### config.mk
export PLATFORM = sky130hd
export DESIGN_NAME = mii_rx_framer
export DESIGN_NICKNAME = d
export VERILOG_FILES = /design/src/rtl/mii_rx_framer.sv
export SDC_FILE = /design/constraint.sdc
export NUM_CORES = 1
export LEC_CHECK = 0
export CAP_MARGIN = 15
export CORE_MARGIN = 5
export CORE_UTILIZATION = 57
export CTS_CLUSTER_SIZE = 14
export DETAILED_ROUTE_END_ITERATION = 8
export PLACE_DENSITY = 0.95
export SLEW_MARGIN = 20
export SYNTH_ARGS = -nofsm -noshare
export SYNTH_HDL_FRONTEND = slang
export SYNTH_SLANG_ARGS = --single-unit
### constraint.sdc
create_clock -name enet_rx_clk -period 3.6 [get_ports enet_rx_clk]
set_clock_uncertainty 0.1 [all_clocks]
set_input_delay 1.08 -clock enet_rx_clk [delete_from_list [all_inputs] [get_ports enet_rx_clk]]
set_output_delay 1.08 -clock enet_rx_clk [all_outputs]
set_load 0.005 [all_outputs]
### src/rtl/mii_rx_framer.sv
// MII receive framer: strips preamble/SFD, packs nibbles into bytes, marks frame
// boundaries and errors. Define MII_RX_FCS_CHECK_EN to include the CRC-32 FCS check.
module mii_rx_framer #(
  parameter int MAX_FRAME_BYTES = 1522,
  parameter int MIN_FRAME_BYTES = 64
) (
  input  logic        enet_rx_clk,
  input  logic        i_reset,
  input  logic        i_rx_dv,
  input  logic [3:0]  i_rx_data,
  output logic [7:0]  o_data,
  output logic        o_valid,
  output logic        o_sof,
  output logic        o_eof,
  output logic        o_err,
  output logic [15:0] o_frame_len,
  output logic [15:0] o_frames_ok,
  output logic [15:0] o_frames_bad
);

  typedef enum logic [1:0] {IDLE, PREAMBLE, DATA, DROP} state_t;

  state_t      state_q;
  logic        phase_q;
  logic [3:0]  lo_q;
  logic [7:0]  hold_q;
  logic [15:0] len_q;
  logic        first_q;
  logic        crc_bad;
  logic        len_err;

  assign len_err = len_q < 16'(MIN_FRAME_BYTES);

`ifdef MII_RX_FCS_CHECK_EN
  logic [31:0] crc_q;

  function automatic logic [31:0] crc_byte(input logic [31:0] c, input logic [7:0] b);
    logic [31:0] r;
    r = c ^ {24'd0, b};
    for (int i = 0; i < 8; i++) r = r[0] ? ((r >> 1) ^ 32'hEDB88320) : (r >> 1);
    return r;
  endfunction

  // Running CRC over the whole frame including FCS lands on the fixed residue.
  assign crc_bad = crc_q != 32'hDEBB20E3;

  always_ff @(posedge enet_rx_clk) begin
    if (i_reset) crc_q <= 32'hFFFFFFFF;
    else if (state_q == PREAMBLE) crc_q <= 32'hFFFFFFFF;
    else if (state_q == DATA && i_rx_dv && phase_q) crc_q <= crc_byte(crc_q, {i_rx_data, lo_q});
  end
`else
  assign crc_bad = 1'b0;
`endif

  always_ff @(posedge enet_rx_clk) begin
    if (i_reset) begin
      state_q      <= IDLE;
      phase_q      <= 1'b0;
      lo_q         <= 4'd0;
      hold_q       <= 8'd0;
      len_q        <= 16'd0;
      first_q      <= 1'b1;
      o_data       <= 8'd0;
      o_valid      <= 1'b0;
      o_sof        <= 1'b0;
      o_eof        <= 1'b0;
      o_err        <= 1'b0;
      o_frame_len  <= 16'd0;
      o_frames_ok  <= 16'd0;
      o_frames_bad <= 16'd0;
    end else begin
      first_q <= 1'b0;
      o_valid <= 1'b0;
      o_sof   <= 1'b0;
      o_eof   <= 1'b0;
      o_err   <= 1'b0;
      case (state_q)
        IDLE: begin
          // dv already high right out of reset means we joined mid-frame
          if (i_rx_dv) state_q <= (!first_q && i_rx_data == 4'h5) ? PREAMBLE : DROP;
        end
        PREAMBLE: begin
          if (!i_rx_dv) state_q <= IDLE;
          else if (i_rx_data == 4'hD) begin
            state_q <= DATA;
            phase_q <= 1'b0;
            len_q   <= 16'd0;
          end else if (i_rx_data != 4'h5) state_q <= DROP;
        end
        DATA: begin
          if (!i_rx_dv) begin
            state_q <= IDLE;
            if (len_q != 16'd0) begin
              o_valid     <= 1'b1;
              o_data      <= hold_q;
              o_sof       <= len_q == 16'd1;
              o_eof       <= 1'b1;
              o_err       <= phase_q | len_err | crc_bad;
              o_frame_len <= len_q;
              if (phase_q | len_err | crc_bad) o_frames_bad <= o_frames_bad + 16'd1;
              else                             o_frames_ok  <= o_frames_ok + 16'd1;
            end else begin
              o_frames_bad <= o_frames_bad + 16'd1;
            end
          end else if (!phase_q) begin
            lo_q    <= i_rx_data;
            phase_q <= 1'b1;
          end else begin
            phase_q <= 1'b0;
            len_q   <= len_q + 16'd1;
            hold_q  <= {i_rx_data, lo_q};
            if (len_q != 16'd0) begin
              o_valid <= 1'b1;
              o_data  <= hold_q;
              o_sof   <= len_q == 16'd1;
            end
            if (len_q == 16'(MAX_FRAME_BYTES)) begin
              o_eof        <= 1'b1;
              o_err        <= 1'b1;
              o_frame_len  <= 16'(MAX_FRAME_BYTES);
              o_frames_bad <= o_frames_bad + 16'd1;
              state_q      <= DROP;
            end
          end
        end
        DROP: if (!i_rx_dv) state_q <= IDLE;
        default: state_q <= IDLE;
      endcase
    end
  end

endmodule
==> results.yml <==
run_status:
  outcome: "finished, final reports clean"
clock_network:
  worstSkewPairLatency_ns: 0.37
  cts_tree: "done"
  clockBufferDepth: 2
  post_cts_buffers: 0
  cts_hold_buffers: 0
  cts_buffers: 9
  cts.repair.resized: 0
  cts_sinks: 92
  clk_pin_slew_ns: 0.08
  ctsRootBufferMaster: "clkbuf_8"
  cts_max_level: 3
worst_setup_path:
  path_max_fanout: 23
  crit_slowest_cell: "or3b_2"
  crit_arrival_ns: 3.26
  cpPeakStageDelay_ns: 0.51
  crit_required_ns: 3.79
  cp_top_family: "simple AND/OR/NAND/NOR gates"
  start_kind: "input pin"
  r2r-end: "o_frames_bad[12]"
  setup.worst_path.end: "o_frames_bad[12]"
  path_depth: 6
  rr_startpoint: "len_q[9]"
  regToRegSetupSlack_ns: 0.99
  worstPathCellList: "clkdlybuf4s50_1, or3b_2, o22a_1, buf_4, or3_1, a21oi_1"
  worstSetupPathType: "input pin to flip-flop"
  endpoint_kind: "flip-flop"
  path_buf_inv: 2
  worst-r2r-cell-count: 6
  worstSetupStartpoint: "i_rx_dv"
yosys:
  ys.flop_type: "dfxtp_1"
  ys_ff_latch: 92
  synth_nets: 461
  syn_inst: 448
  ys_seq_area_share_pct: 46.4
  yosysWarnings: 0
  synth_area_mm2: 0.00397
  yosysUniqueCellTypes: 48
  synthArstFlopShare_pct: 0
  syn_avg_cell_area_um2: 8.85
  synth_edf_count: 0
global_routing:
  overflow: 0
  grt_usage_pct: 23.1
  grt_pass1_vias: 3503
  grt_max_degree: 37
  grt_pass1_wl_mm: 16.3
  antenna_found_initial: 0
power_and_ir_drop:
  power_mw: 1.91
  irDropWorstVdd_mv: 0.235
  leakagePower_nw: 1.68
  power.density_mw_per_mm2: 385
cells_and_area:
  layout_common_cells: "dfxtp_1 (92), clkdlybuf4s50_1 (65), nor2_1 (62), nand2_1 (40), a21oi_1 (34)"
  drive_above_1_share_pct: 6.58
  n_fill_cell: 473
  stdcell_count: 613
  finalNetCount: 526
  area_delta_synth_final_pct: 25.1
  diodes: 0
  mostFrequentLayoutCell: "dfxtp_1"
timing:
  holdWs_ns: 0.363
  fin_crit_ns: 3.07
  relSlewSlack_pct: 50.6
  final_min_period_over_clock_period_pct: 85.3
  fmax_mhz: 326
  rsz0062_at_grt: "false"
  hold_violations: 0
  layout_setup_ws_ns: 0.530
  tightest_slew_ns: 0.740
  tns_ns: 0
  slew_viol_final: 0
  finalSetupViolCount: 0
routing:
  drt_iter0_markers: 383
  wire_per_inst_um: 16.1
  vias: 3622
  drtAntennaViolNets: 0
  drt-pass1-iter-count: 5
  drc: 0
  via_per_inst: 5.91
  finalWirelength_mm: 9.88
place:
  io_buffers: 66
  dp_hpwl_mm: 6.72
  routabilityCongestion: 0.879
  dp_slack_ns: 0.195
  dp.cells: 598
die:
  die_x_um: 93.4
  initial_core_util_pct: 58.4
  dieArea_mm2: 0.00873
  core-area_mm2: 0.00679
  design.portCount: 67
  die_y_um: 93.4
  rows: 30
hold_path:
  hp-class: "flip-flop to flip-flop"
flow_run:
  maxCapViolations: 0
## worst reg2reg max path: stages (launching register included)
cell	delay, ns
dfxtp_1	0.38
nor4_4	0.47
nand4_1	0.32
o22a_1	0.51
buf_4	0.29
or3_1	0.34
a21oi_1	0.15
## final cells by class
class                   instances  area [µm²]  area share, %
flip-flops and latches         92        1840           37.1
clock inverters                 4        97.6           1.97
multi-input cells             328        2010           40.6
inverters                       8        30.0          0.605
well taps                      96         120           2.42
clock buffers                  11         141           2.85
repair buffers                 74         716           14.4
## how the worst min path moves through the flow
stage               from   endpoint  depth (start not counted)
5_1_grt        hold_q[3]  hold_q[3]                          2
3_3_place_gp     lo_q[1]  hold_q[1]                          2
4_1_cts        hold_q[3]  hold_q[3]                          2
2_1_floorplan    lo_q[0]  hold_q[0]                          2
3_5_place_dp     lo_q[1]  hold_q[1]                          2
6_report       hold_q[3]  hold_q[3]                          2
## registers in the layout, summed over array words and instances (netlist names)
name,cells
o_data,8
o_frame_len,16
lo_q,4
first_q,1
o_sof,1
o_valid,1
o_eof,1
o_err,1
state_q,2
hold_q,8
len_q,16
phase_q,1
o_frames_bad,16
o_frames_ok,16
## power breakdown
| group | switching, mW | internal (mW) |
|---|---|---|
| Sequential | 0.00667 | 1.02 |
| Clock | 0.343 | 0.476 |
| Combinational | 0.0399 | 0.0225 |
## through the flow
step | utilization (%) | cell area [µm²]
after floorplan | - | 3970
after global placement | 69.5 | 4720
after detailed placement | 69.5 | 4720
after CTS | 73.0 | 4960
after global routing | 73.0 | 4960
final | 73.0 | 4960
## layer usage
layer	wire length (µm)	vias to the layer above	GRT usage [%]
li1	-	1740	-
met2	4780	148	37.5
met1	4220	1714	28.7
met5	0	-	0
met3	661	20	4.99
met4	214	0	12.1
## cell families after synthesis
| kind of cell | Yosys count | share of synthesized area [%] |
|---|---|---|
| DFF | 92 | 46.4 |
| AOI/OAI and AO/OA | 87 | 14.1 |
| adders and majority gates | 6 | 1.89 |
| muxes | 14 | 3.56 |
| buffers and inverters | 28 | 2.78 |
| xor gates and xnor gates | 24 | 5.30 |
| and+or+nand+nor | 197 | 26.0 |
## cells in the mapped netlist, types with 2 or more instances
master	number	area (µm²)
nand3_1	14	70.1
a22o_1	9	78.8
mux2i_1	13	130
buf_2	3	15.0
nor4_1	4	25.0
or4_1	7	52.6
and3_1	11	68.8
nor2_1	62	233
xor2_1	15	131
nand2_1	40	150
buf_1	2	7.51
dfxtp_1	92	1840
ha_1	6	75.1
xnor2_1	9	78.8
or3_1	11	68.8
o31ai_1	7	52.6
and2_1	4	25.0
and4_1	4	35.0
nor3_1	7	35.0
a211oi_1	7	52.6
clkbuf_1	14	52.6
o21ai_0	18	90.1
a21oi_1	34	170
nand2b_1	2	12.5
nor4_4	2	42.5
nand4_1	17	106
a31oi_1	3	18.8
inv_1	8	30.0
nor4bb_1	2	20.0
or4b_1	3	30.0
No activity file was read; power rests on OpenSTA's default activity.
